File: config.mk
export PLATFORM = sky130hd
export DESIGN_NAME = arbiter_wrr_n
export DESIGN_NICKNAME = d
export VERILOG_FILES = /design/src/rtl/arbiter_wrr_n.sv
export SDC_FILE = /design/constraint.sdc
export NUM_CORES = 1
export LEC_CHECK = 0
export ABC_AREA = 1
export CAP_MARGIN = 25
export CORE_ASPECT_RATIO = 2
export CORE_MARGIN = 3
export CORE_UTILIZATION = 45
export CTS_CLUSTER_DIAMETER = 150
export DETAILED_ROUTE_END_ITERATION = 12
export GPL_ROUTABILITY_DRIVEN = 0
export PLACE_DENSITY = 0.65
export SLEW_MARGIN = 15
export SYNTH_ARGS = -nofsm -noshare
export SYNTH_HDL_FRONTEND = slang
export SYNTH_SLANG_ARGS = --single-unit
export TNS_END_PERCENT = 10
File: constraint.sdc
create_clock -name clk -period 2.21 [get_ports clk]
set_input_delay 0.442 -clock clk [delete_from_list [all_inputs] [get_ports clk]]
set_output_delay 0.442 -clock clk [all_outputs]
set_load 0.05 [all_outputs]
File: src/rtl/arbiter_wrr_n.sv
// N-way weighted round-robin arbiter.
// Each grant holds the shared resource for up to W[owner] cycles while others
// contend, then rotates priority to the next requester after the owner.
// Weights are runtime-programmable through a single-cycle write port.
module arbiter_wrr_n #(
  parameter int N  = 4,
  parameter int CW = 4,
  parameter int IW = $clog2(N)
) (
  input  logic          clk,
  input  logic          rst,
  input  logic [N-1:0]  req,
  input  logic          cfg_we,
  input  logic [IW-1:0] cfg_idx,
  input  logic [CW-1:0] cfg_weight,
  output logic [N-1:0]  gnt,
  output logic [IW-1:0] gnt_id,
  output logic          gnt_valid,
  output logic [CW-1:0] credit
);

  typedef enum logic [0:0] {
    S_IDLE  = 1'b0,
    S_GRANT = 1'b1
  } state_e;

  state_e        state_q, state_d;
  logic [N-1:0]  gnt_q, gnt_d;
  logic [IW-1:0] gnt_id_q, gnt_id_d;
  logic [CW-1:0] credit_q, credit_d;
  logic [IW-1:0] ptr_q, ptr_d;
  logic [CW-1:0] weight_q [N];
  logic [CW-1:0] weight_d [N];

  // Round-robin search result and load control.
  logic          rr_found;
  logic [IW-1:0] rr_idx;
  logic          others_req;
  logic          load;
  logic [IW-1:0] load_idx;

  // A stored weight of zero behaves as a one-cycle quota.
  function automatic logic [CW-1:0] eff_weight(input logic [CW-1:0] w);
    return (w == '0) ? CW'(1) : w;
  endfunction

  // Pointer to the requester following idx, wrapping at N.
  function automatic logic [IW-1:0] next_idx(input logic [IW-1:0] idx);
    return (idx == IW'(N - 1)) ? '0 : idx + IW'(1);
  endfunction

  // Find the first requester at or after the pointer, wrapping around.
  always_comb begin
    int j;
    rr_found = 1'b0;
    rr_idx   = '0;
    for (int i = 0; i < N; i++) begin
      j = int'(ptr_q) + i;
      if (j >= N) j = j - N;
      if (!rr_found && req[IW'(j)]) begin
        rr_found = 1'b1;
        rr_idx   = IW'(j);
      end
    end
  end

  // Requests from anyone other than the current owner (gnt_q is its one-hot mask).
  assign others_req = |(req & ~gnt_q);

  // Next-state logic: decide whether to load a new quota, count down, or go idle.
  always_comb begin
    // NOTE: every combinational output gets a default first so no path leaves it unassigned (which would infer a latch).
    state_d  = state_q;
    gnt_d    = gnt_q;
    gnt_id_d = gnt_id_q;
    credit_d = credit_q;
    ptr_d    = ptr_q;
    weight_d = weight_q;
    load     = 1'b0;
    load_idx = rr_idx;

    unique case (state_q)
      S_IDLE: begin
        if (rr_found) load = 1'b1;
      end
      S_GRANT: begin
        if (!req[gnt_id_q]) begin
          // Owner released: hand over with no bubble, or fall idle.
          if (rr_found) begin
            load = 1'b1;
          end else begin
            state_d  = S_IDLE;
            gnt_d    = '0;
            credit_d = '0;
          end
        end else if (credit_q == CW'(1)) begin
          // Quota spent: rotate if anyone else waits (the pointer already sits
          // past the owner, so the search cannot pick it), otherwise reload.
          load = 1'b1;
          if (!others_req) load_idx = gnt_id_q;
        end else begin
          credit_d = credit_q - CW'(1);
        end
      end
      default: ;
    endcase

    if (load) begin
      state_d  = S_GRANT;
      gnt_id_d = load_idx;
      gnt_d    = N'(1) << load_idx;
      // Loads read the pre-write weight, so a same-cycle cfg write lands next time.
      credit_d = eff_weight(weight_q[load_idx]);
      ptr_d    = next_idx(load_idx);
    end

    if (cfg_we && (int'(cfg_idx) < N)) weight_d[cfg_idx] = cfg_weight;
  end

  // State, output and weight registers.
  always_ff @(posedge clk or negedge rst) begin
    if (!rst) begin
      // NOTE: sequential state uses non-blocking assignments so every flop samples pre-edge values.
      state_q  <= S_IDLE;
      gnt_q    <= '0;
      gnt_id_q <= '0;
      credit_q <= '0;
      ptr_q    <= '0;
      // NOTE: the weight table is small register storage, not RAM, so it is reset to pure round-robin.
      for (int i = 0; i < N; i++) weight_q[i] <= CW'(1);
    end else begin
      state_q  <= state_d;
      gnt_q    <= gnt_d;
      gnt_id_q <= gnt_id_d;
      credit_q <= credit_d;
      ptr_q    <= ptr_d;
      weight_q <= weight_d;
    end
  end

  assign gnt       = gnt_q;
  assign gnt_id    = gnt_id_q;
  assign gnt_valid = (state_q == S_GRANT);
  assign credit    = credit_q;

endmodule

# Word level (Yosys, flattened, before mapping)
# Index checks and enable logic that the tools add are counted.
dict set report classes {
  n_shift 1
  n_lt_le_gt_ge 12
  n_reduce_logical 12
  mux 53
  bitwise_logic 5
  add_sub_neg 9
  eq_ne 6
}
# cell n
set ops {}
lappend ops {{4-bit two-way mux} 12}
lappend ops {{2-bit two-way mux} 13}
lappend ops {{1-bit two-way mux} 19}
lappend ops {{16-bit bitwise mux} 1}
lappend ops {{2-bit by 4-bit less-than comparator with 1-bit output (second input constant)} 4}
lappend ops {{3-bit >= comparator (second input constant)} 5}
lappend ops {{1-bit binary-select mux with 2-bit select} 5}
lappend ops {{4-bit binary-select mux with 2-bit select} 1}
lappend ops {{4-bit demux with 2-bit select} 1}
lappend ops {{2-bit by 1-bit subtractor with 2-bit output (second input constant)} 4}
lappend ops {{2-bit by 2-bit adder with 3-bit output (second input constant)} 2}
lappend ops {{2-bit NOT with 3-bit output} 2}
lappend ops {{3-bit AND reduction} 2}
lappend ops {{4-bit bitwise AND} 1}
lappend ops {{4-bit by 1-bit == test with 1-bit output (second input constant)} 1}
lappend ops {{1-bit logical AND} 4}
lappend ops {{4-bit zero test} 1}
lappend ops {{4-bit NOT} 1}
lappend ops {{4-bit OR reduction} 1}
lappend ops {{1-bit by 2-bit left shift with 4-bit output (first input constant)} 1}
lappend ops {{4-bit by 1-bit subtractor with 4-bit output (second input constant)} 1}
lappend ops {{2-bit by 1-bit adder with 3-bit output (second input constant)} 1}
lappend ops {{2-bit by 3-bit >= comparator with 1-bit output (second input constant)} 1}
lappend ops {{1-bit zero test} 3}
lappend ops {{other kinds (11)} 11}
dict set report totals {
  out_inout_bits 11
  input_bits 13
  elab_cells 107
  register_bits 29
}

# Longest topological paths before layout
dict set report logic_depth {
  ltp_word 26
  depth_mapped 20
}

# Worst setup path after synthesis
# OpenSTA, ideal clock, no wires.
dict set report synth_path {
  kind {register to register}
  from {register credit_q[0], in the netlist credit[0]}
  to {register gnt_q[0], in the netlist gnt[0]}
  path_buffers 0
  path_slack_ns -0.012
  path_stages_with_launch 11
  arrival_time_ns 2.101
  path_cell_list {dfrtp_1 > ha_1 > nand2_1 > nor2_1 > nand3_1 > inv_1 > nand2_1 > o21ai_4 > inv_2 > ha_1 > a22o_1}
}
dict set report synth_between {
  elab_chain_len 6
  elab_cells_between_ends 13
  cone_classes {eq/ne: 3; shift: 1; mux: 7; reduce/logical: 2}
}
# item line_no
set synth_rtl {}
lappend synth_rtl {{start, declared} 30} ;# logic [CW-1:0] credit_q, credit_d;
lappend synth_rtl {{start signal, assigned} 135} ;# credit_q <= credit_d;
lappend synth_rtl {{4-bit by 1-bit == test with 1-bit output} 96} ;# end else if (credit_q == CW'(1)) begin
lappend synth_rtl {{2-bit two-way mux} 96}
lappend synth_rtl {{2-bit two-way mux} 87} ;# if (!req[gnt_id_q]) begin
lappend synth_rtl {{2-bit two-way mux} 82} ;# unique case (state_q)
lappend synth_rtl {{net load_idx[0]} 40} ;# logic [IW-1:0] load_idx;
lappend synth_rtl {{1-bit by 2-bit left shift with 4-bit output} 111} ;# gnt_d = N'(1) << load_idx;
lappend synth_rtl {{4-bit two-way mux} 108} ;# if (load) begin
lappend synth_rtl {{end signal, assigned} 133} ;# gnt_q <= gnt_d;
lappend synth_rtl {{end, declared} 28} ;# logic [N-1:0] gnt_q, gnt_d;
# The timed path passes the listed nets, and every way through them passes these cells.
# A chain may end at the register's enable or synchronous reset.

# Final worst setup path
dict set report layout_path {
  from {register ptr_q[0]}
  to {register gnt_q[0], in the netlist gnt[0]}
}
dict set report layout_between {
  elab_chain_len 21
  elab_cells_between_ends 54
  cone_classes {add/sub: 7; order compare: 4; eq/ne: 2; shift: 1; mux: 32; reduce/logical: 8}
}
# item line_no
set layout_rtl {}
lappend layout_rtl {{start, declared} 31} ;# logic [IW-1:0] ptr_q, ptr_d;
lappend layout_rtl {{start signal, assigned} 136} ;# ptr_q <= ptr_d;
lappend layout_rtl {{parallel branches: the longest is 21 deep, another holds 2-bit by 1-bit adder with 3-bit output} --}
# Parallel ways; which one is timed is not known. The select of a mux whose other input is x is not followed.

==> results_dict.tcl <==
set metrics [dict create \
    slowest_stage "dfrtp_2" \
    yosysUniqueCellTypes 27 \
    ys_ff_latch 29 \
    maxCapViolations 0 \
    max_slew.worst_pin.slew_ns 0.521 \
    critPathMaxStageDelay_ns 0.50 \
    rsz0062_at_grt "true" \
    crit_required_ns 2.38 \
    clk_pin_slew_ns 0.06 \
    setup_tns_ns 0 \
    path_cells "inv_6 > nand2_2 > nand2_2 > nand2_2 > nand2_2 > nor2_4 > nand2_1 > nor2_2 > nor2_4 > nor2_2 > nor2_4 > buf_4 > ha_1 > a22o_1" \
    syn-instance-count 245 \
    cts_tree "yes" \
    clock_path_buffers 2 \
    slew_viol_final 0 \
    grt_max_degree 30 \
    antenna_found_initial 0 \
    vias 1745 \
    hold_path_class "reg -> reg" \
    ys_async_sr_fraction_pct 100 \
    syn_to_final_growth_pct 31.3 \
    syn-cell-area_um2 1830 \
    yosysWarnings 0 \
    wl_per_cell_um 13.7 \
    ios 24 \
    syn_nets 264 \
    drive_above_1_share_pct 23.9 \
    grt_pass1_wl_um 7680 \
    crit_path_end "gnt[0]$_DFFE_PN0P_" \
    finalHoldViolCount 0 \
    crit_top_cell "nand2_2" \
    setup_viol 0 \
    detail-route-antenna-nets 0 \
    viasPerCell 5.01 \
    synth_top_area_share_pct 34.1 \
    numCtsBuffers 5 \
    cts_hold_buf 0 \
    max_freq_mhz 458 \
    path_depth 14 \
    antenna_cells 0 \
    yosysSeqAreaShare_pct 39.9 \
    arrival_ns 2.35 \
    cts_root_buf "clkbuf_8" \
    path_class "reg -> reg" \
    cts_sinks 29 \
    die-area_um2 4920 \
    cp-start-kind "register" \
    r2r_end "gnt[0]$_DFFE_PN0P_" \
    post-dp-hpwl_um 3730 \
    path_buf_inv 2 \
    mostFrequentLayoutCells "nand2_1, inv_1, nand3_1, dfrtp_1" \
    startpoint "ptr_q[0]$_DFFE_PN0N_" \
    die_h_um 96.3 \
    num_rows 32 \
    ys_top_cells_by_area "dfrtp_1, nand2_1, nand3_1" \
    overflow 0 \
    htree_num_levels 2 \
    clock-skew-final_ns 0.00590 \
    fin_crit_sh_pct 98.9 \
    fp.dieW_um 51.1 \
    synth_edf_count 0 \
    design.core.area_um2 3880 \
    portBuffers 23 \
    grt_pass1_vias 1736 \
    wirelength_um 4780 \
    run_status "finished clean" \
    ys.flop_type "dfrtp_1" \
    grtUsageTotal_pct 21.6 \
    initial_core_util_pct 47.2 \
    clk_latency_ns 0.28 \
    path_delay_family "simple AND/OR/NAND/NOR gates" \
    r2r_start "ptr_q[0]$_DFFE_PN0N_" \
    nets 315 \
    drc_errors 0 \
    r2r_setup_slack_ns 0.02 \
    cp_max_fo 10 \
    avgSynthCellArea_um2 7.48 \
    yosysTopAreaCell "dfrtp_1" \
    final_common_cell "nand2_1" \
    r2r_cells 14 \
    pre_cts_ws_ns -0.402 \
    drt_pass1_iterations 4 \
    post-route-min-period_ns 2.19 \
    holdWs_ns 0.477 \
    cp-end-kind "register" \
    max_slew_margin_pct 65.1 \
    drt_iter0_markers 30 \
    fin_ws_ns 0.0248 \
]
state kept, by name, indices dropped and copies added (netlist names):
register   cells
credit         4
gnt            4
gnt_id         2
gnt_valid      1
ptr_q          2
weight_q      16
logic make-up (layout without fill, tap and decap cells):
family          Yosys count  after routing  share of synthesized area, %
buf+inv                  37             89                          8.26
xor+xnor                  2              2                         0.956
compound gates           33             33                          11.7
flops                    29             29                          39.9
simple gates            138            138                          35.1
fa+ha+maj                 6              6                          4.10
through the flow:
| step | std cells | cell area (um2) | util [%] |
|---|---|---|---|
| after detailed placement | 335 | 2240 | 57.8 |
| after CTS | 344 | 2340 | 60.3 |
| after floorplan | 245 | 1830 | - |
| final | 348 | 2410 | 62.0 |
| after global routing | 348 | 2410 | 62.0 |
| after global placement | 335 | 2240 | 57.8 |
synthesized netlist by cell type, types with 2 or more instances:
library cell / instances
o21ai_0: 20
inv_2: 3
nor2_4: 3
nand2_1: 80
o211ai_1: 2
o21ai_4: 2
nand2_2: 12
ha_1: 6
nor2_1: 8
a22o_1: 4
a21oi_1: 2
dfrtp_1: 25
nor2_2: 4
dfstp_2: 4
nand3b_1: 2
inv_1: 31
nand3_1: 26
xnor2_1: 2
cell type report:
class	count	area, um2
multi-input cells	179	981
flip-flops and latches	29	733
clock buffers	7	76.3
clock inverters	1	5.00
inverters	36	140
well taps	51	63.8
fillers	399	1480
repair buffers	45	407
metal layers:
layer | share of wire, % | global-route usage (%) | wire length, um | vias up
met1 | 35 | 19.0 | 1670 | 819
li1 | - | - | - | 882
met4 | 4.6 | 14.2 | 218 | 0
met2 | 58 | 42.1 | 2790 | 30
met5 | 0 | 0 | 0 | -
met3 | 2.0 | 4.03 | 94 | 14
how the worst min path moves through the flow:
| stage | start | end | slack, ns | cells after the start |
|---|---|---|---|---|
| 3_3_place_gp | weight_q[13]$_DFFE_PN0P_ | weight_q[13]$_DFFE_PN0P_ | 0.46 | 2 |
| 3_5_place_dp | weight_q[13]$_DFFE_PN0P_ | weight_q[13]$_DFFE_PN0P_ | 0.47 | 2 |
| 4_1_cts | weight_q[13]$_DFFE_PN0P_ | weight_q[13]$_DFFE_PN0P_ | 0.48 | 2 |
| 2_1_floorplan | rst | credit[0]$_DFFE_PN0P_ | 0.15 | 0 |
| 5_1_grt | weight_q[7]$_DFFE_PN0P_ | weight_q[7]$_DFFE_PN0P_ | 0.51 | 2 |
| 6_report | weight_q[13]$_DFFE_PN0P_ | weight_q[13]$_DFFE_PN0P_ | 0.48 | 2 |
timing repair:
item                       4_1_cts  5_1_grt
pin swaps                        2        3
buffers inserted                 1        4
setup endpoints to repair        8        8
gates resized for setup         10        7
worst min-delay path, stage by stage, from the launching register on:
cell,delay [ns]
dfrtp_1,0.34
nand2_1,0.05
o21ai_0,0.06
Power is not shown: default switching activity piles up to over one toggle a cycle in this logic, so the estimate is an artifact.
